## src/rtl/regfile_writeback.sv

```systemverilog
// Register-file write front end: ALU results take priority over a DEPTH-entry load queue; one registered write per cycle.
// Latency: one cycle from selection to rf_*. Backpressure: ld_ready falls only when the queue is full; the ALU path is never stalled.
module regfile_writeback #(
  parameter int DEPTH = 4,
  parameter int XLEN  = 32
) (
  input  logic            clk,
  input  logic            rst_n,
  input  logic            alu_valid,
  input  logic [4:0]      alu_wa,
  input  logic [XLEN-1:0] alu_wd,
  input  logic            ld_valid,
  output logic            ld_ready,
  input  logic [4:0]      ld_wa,
  input  logic [XLEN-1:0] ld_wd,
  output logic            rf_en,
  output logic [4:0]      rf_wa,
  output logic [XLEN-1:0] rf_wd,
  input  logic [4:0]      fwd_addr,
  output logic            fwd_hit,
  output logic [XLEN-1:0] fwd_data,
  output logic [31:0]     pend_mask
);

  localparam int PW = $clog2(DEPTH);
  localparam int CW = PW + 1;

  typedef struct packed {
    logic            live;
    logic [4:0]      wa;
    logic [XLEN-1:0] wd;
  } ent_t;

  ent_t            q [DEPTH];
  logic [PW-1:0]   head;
  logic [PW-1:0]   tail;
  logic [CW-1:0]   count;
  logic            push;
  logic            pop;
  logic            squash;
  logic [DEPTH-1:0] occ;

  assign ld_ready = (count < CW'(DEPTH));
  assign push     = ld_valid && ld_ready;
  assign pop      = !alu_valid && (count != '0);
  assign squash   = alu_valid && (alu_wa != 5'd0);

  // Slots between head and head+count-1 (with wrap) hold real entries.
  always_comb begin
    occ = '0;
    for (int k = 0; k < DEPTH; k++) begin
      if (CW'(k) < count) occ[PW'(head + PW'(k))] = 1'b1;
    end
  end

  always_ff @(posedge clk or negedge rst_n) begin
    if (!rst_n) begin
      head  <= '0;
      tail  <= '0;
      count <= '0;
      for (int i = 0; i < DEPTH; i++) q[i] <= '0;
    end else begin
      // Queued loads are older than this ALU result, so their write to the same register is dead.
      for (int i = 0; i < DEPTH; i++) begin
        if (squash && occ[i] && (q[i].wa == alu_wa)) q[i].live <= 1'b0;
      end
      if (push) begin
        q[tail].live <= (ld_wa != 5'd0);
        q[tail].wa   <= ld_wa;
        q[tail].wd   <= ld_wd;
        tail         <= tail + PW'(1);
      end
      if (pop) head <= head + PW'(1);
      if (push && !pop)      count <= count + CW'(1);
      else if (!push && pop) count <= count - CW'(1);
    end
  end

  always_ff @(posedge clk or negedge rst_n) begin
    if (!rst_n) begin
      rf_en <= 1'b0;
      rf_wa <= '0;
      rf_wd <= '0;
    end else if (alu_valid) begin
      rf_en <= (alu_wa != 5'd0);
      rf_wa <= alu_wa;
      rf_wd <= alu_wd;
    end else if (pop) begin
      rf_en <= q[head].live;
      rf_wa <= q[head].wa;
      rf_wd <= q[head].wd;
    end else begin
      rf_en <= 1'b0;
    end
  end

  // Walk oldest to newest so the last match left standing is the newest.
  always_comb begin
    logic            qhit;
    logic [XLEN-1:0] qdata;
    logic [PW-1:0]   idx;
    qhit     = 1'b0;
    qdata    = '0;
    idx      = '0;
    fwd_hit  = 1'b0;
    fwd_data = '0;
    for (int k = 0; k < DEPTH; k++) begin
      idx = PW'(head + PW'(k));
      if ((CW'(k) < count) && q[idx].live && (q[idx].wa == fwd_addr)) begin
        qhit  = 1'b1;
        qdata = q[idx].wd;
      end
    end
    if (fwd_addr != 5'd0) begin
      if (qhit) begin
        fwd_hit  = 1'b1;
        fwd_data = qdata;
      end else if (rf_en && (rf_wa == fwd_addr)) begin
        fwd_hit  = 1'b1;
        fwd_data = rf_wd;
      end
    end
  end

  always_comb begin
    pend_mask = '0;
    for (int i = 0; i < DEPTH; i++) begin
      if (occ[i] && q[i].live) pend_mask[q[i].wa] = 1'b1;
    end
    if (rf_en) pend_mask[rf_wa] = 1'b1;
    pend_mask[0] = 1'b0;
  end

endmodule

```

## config.mk

```make
export PLATFORM = sky130hd
export DESIGN_NAME = regfile_writeback
export DESIGN_NICKNAME = d
export VERILOG_FILES = /design/src/rtl/regfile_writeback.sv
export SDC_FILE = /design/constraint.sdc
export NUM_CORES = 1
export LEC_CHECK = 0
export CAP_MARGIN = 20
export CORE_MARGIN = 2
export CORE_UTILIZATION = 26
export CTS_CLUSTER_DIAMETER = 200
export CTS_CLUSTER_SIZE = 20
export DETAILED_ROUTE_END_ITERATION = 16
export PLACE_DENSITY_LB_ADDON = 0.1
export SYNTH_ARGS = -nofsm -noshare
export SYNTH_HDL_FRONTEND = slang
export SYNTH_SLANG_ARGS = --single-unit
```

## constraint.sdc

```tcl
create_clock -name clk -period 13.21 [get_ports clk]
set_input_delay 2.642 -clock clk [delete_from_list [all_inputs] [get_ports clk]]
set_output_delay 2.642 -clock clk [all_outputs]
set_load 0.01 [all_outputs]
```

==> run summary <==
crit path DAT: 6910 ps
cts hold-fix bufs: 0
syn nets: 1465
critical path capture point type: output pin
hpwl dp: 35.62 mm
Final Cycle Share: 72.28%
height of the die: 247.4 um
proportion of layout cells with a drive suffix above 1: 28.01%
final core utilization: 31.21%
CTS sink count: 197
RSZ-0062 raised after global routing: false
Slew headroom: 30.50%
Bufs on Longest Clock Path: 2
kind of critical path: in -> out
first-pass GRT wire length: 83.63 mm
WP data required: 10570 ps
clock power share: 11.3%
vias in the first global route: 12.63k
clk slew on worst S/H paths: 70 ps
Gates resized, CTS repair: 0
Synth warnings: 0
part of the power in registers: 30.4%
WL final: 56.17 mm
Std-Cell Rows: 89
Post-synth EDFFs: 0
Power Dens Cells: 264.8 nW/um^2
Setup TNS Final: 0 ps
most common cell after layout, fill and taps aside: dfrtp_1
Setup crit start kind: input port
FMAX: 104.7 MHz
Die W: 247.4 um
CTS root buf: clkbuf_16
CP max FO: 37
CORE AREA: 58800 sq um
Reg2Reg Setup Slack: 9610 ps
post-synthesis cell area: 15400 sq um
VDD IR max: 0.0001317 V
H-tree levels: 4
register area share after synthesis: 32.00%
Tot Pwr: 4859 uW
commonest cells after routing, fill and taps aside: dfrtp_1 (195), clkdlybuf4s50_1 (183), mux2_2 (153)
Unique masters post-synth: 63
PortBufs: 185
antenna viol nets, final: 0
Most used DFF post-synth: dfrtp_1
cell internal pwr: 2736 uW
final net count: 1543
Vias/cell: 5.606
Setup Buffers After CTS: 0
via count: 12.52k
Hold Path Class: reg -> reg
Worst-Skew Late Latency: 500 ps
Post-route DRC: 0
initial antenna violation count: 3
total CTS buffers: 17
GRT Resource Usage Total: 18.45%
DRT iter0 DRCs: 981
post-place setup slack: 3643 ps
Final Hold Vio Count: 0
share of async-settable or async-resettable flops after synthesis: 100.0%
Final WS setup: 3662 ps
Initial Util: 26.20%
Logic pwr share: 58.3%
Net Sw Power: 2123 uW
grt total ovfl: 0
TritonCTS clock tree: built
final slew viol count: 0
max_cap viols: 0
Worst-Margin Slew: 1040 ps
Syn Area/Cell: 11.25 sq um
placer congestion estimate: 0.8475
Routed WL per cell: 25.14 um
Final min period: 9548 ps
Switching Fraction: 43.69%
largest net degree at the start of global routing: 82
I/O pins: 187
Static Leak: 0.007009 uW
first drt pass iteration count: 8
Seq cells post-synth: 197
Setup-failing EPs final: 0
Final Skew: 13.01 ps
die area: 61210 sq um
post-synthesis instance total: 1369
status: complete, no violations
Area growth syn-to-layout: 19.10%
[stage by stage]
stage | hold WS (ps) | area [sq um] | std cells
CTS | 575.7 | 18350 | 2233
finish | 578.3 | 18350 | 2234
global placement | 550.9 | 17750 | 2201
global route | 599.4 | 18350 | 2233
detailed placement | 557.8 | 17750 | 2201
floorplan | 523.1 | 15400 | 1369
[routing by layer]
metal  global-route usage [%]  wire [um]  vias up  part of all wire, %
met5                        0         27        -                0.048
met4                    5.636       1111        4                  2.0
met3                    3.795       2969       84                  5.3
met2                    30.66      27510      418                   49
met1                    24.09      24550     6575                   44
li1                         -          -     5443                    -
[worst max-delay path, stage by stage]
cell and delay, ps:
clkdlybuf4s50_1 830, xnor2_1 140, o22ai_1 320, nand3_4 580, and3_4 480, nand3b_4 660, o221ai_1 600, clkdlybuf4s50_1 620
[cells in the mapped netlist, drive strengths merged, types with 12 or more instances]
cell type	number	area, sq um
nor3b	41	307.8
o221ai	40	538.0
nor2	58	217.7
o21ai	57	285.3
inv	47	176.4
nand2	73	274.0
xnor2	31	271.5
nor3	12	60.06
dfrtp	197	4930
o22ai	73	456.7
mux4	145	3266
nand3	50	262.8
nand3b	16	132.6
a21oi	43	215.2
mux2	153	1723
ha	13	162.7
mux2i	15	150.1
buf	50	315.3
xor2	24	210.2
a21o	29	217.7
or3	18	112.6
clkbuf	91	341.6
[cell families after synthesis]
logic type      synth area share (%)
simple gates                   11.86
mux                            33.36
compound gates                 13.14
flops                          32.00
buf+inv                        5.434
xor+xnor                       3.127
fa+ha+maj                      1.056
other cells                  0.02434
[worst paths after layout]
path,start,to,depth (start not counted)
min,flip-flop,flip-flop,1
max,fwd_addr[4],fwd_data[0],8
max in group asynchronous,rst_n,asynchronous set/reset pin,3
min in group asynchronous,rst_n,asynchronous set/reset pin,1
max reg2reg,head[0],rf_wd[3],5
min reg2reg,flip-flop,flip-flop,1
[power by group through the flow]
| stage | clock network, uW | registers (uW) | logic (uW) |
|---|---|---|---|
| finish | 551 | 1470 | 2830 |
| global route | 596 | 1530 | 3050 |
| detailed placement | 0 | 1470 | 2850 |
| CTS | 576 | 1460 | 2870 |
| global placement | 0 | 1450 | 2850 |
| floorplan | 0 | 1150 | 2240 |
[final cells by class]
class | instances | area, sq um
Sequential cell | 197 | 4937
Inverter | 48 | 180.2
Clock inverter | 14 | 151.4
Fill cell | 6010 | 40450
Antenna cell | 1 | 2.502
Timing Repair Buffer | 200 | 1963
Tap cell | 773 | 967.2
Clock buffer | 18 | 439.2
Multi-Input combinational cell | 983 | 9707
Power figures use the tool's default switching activity.
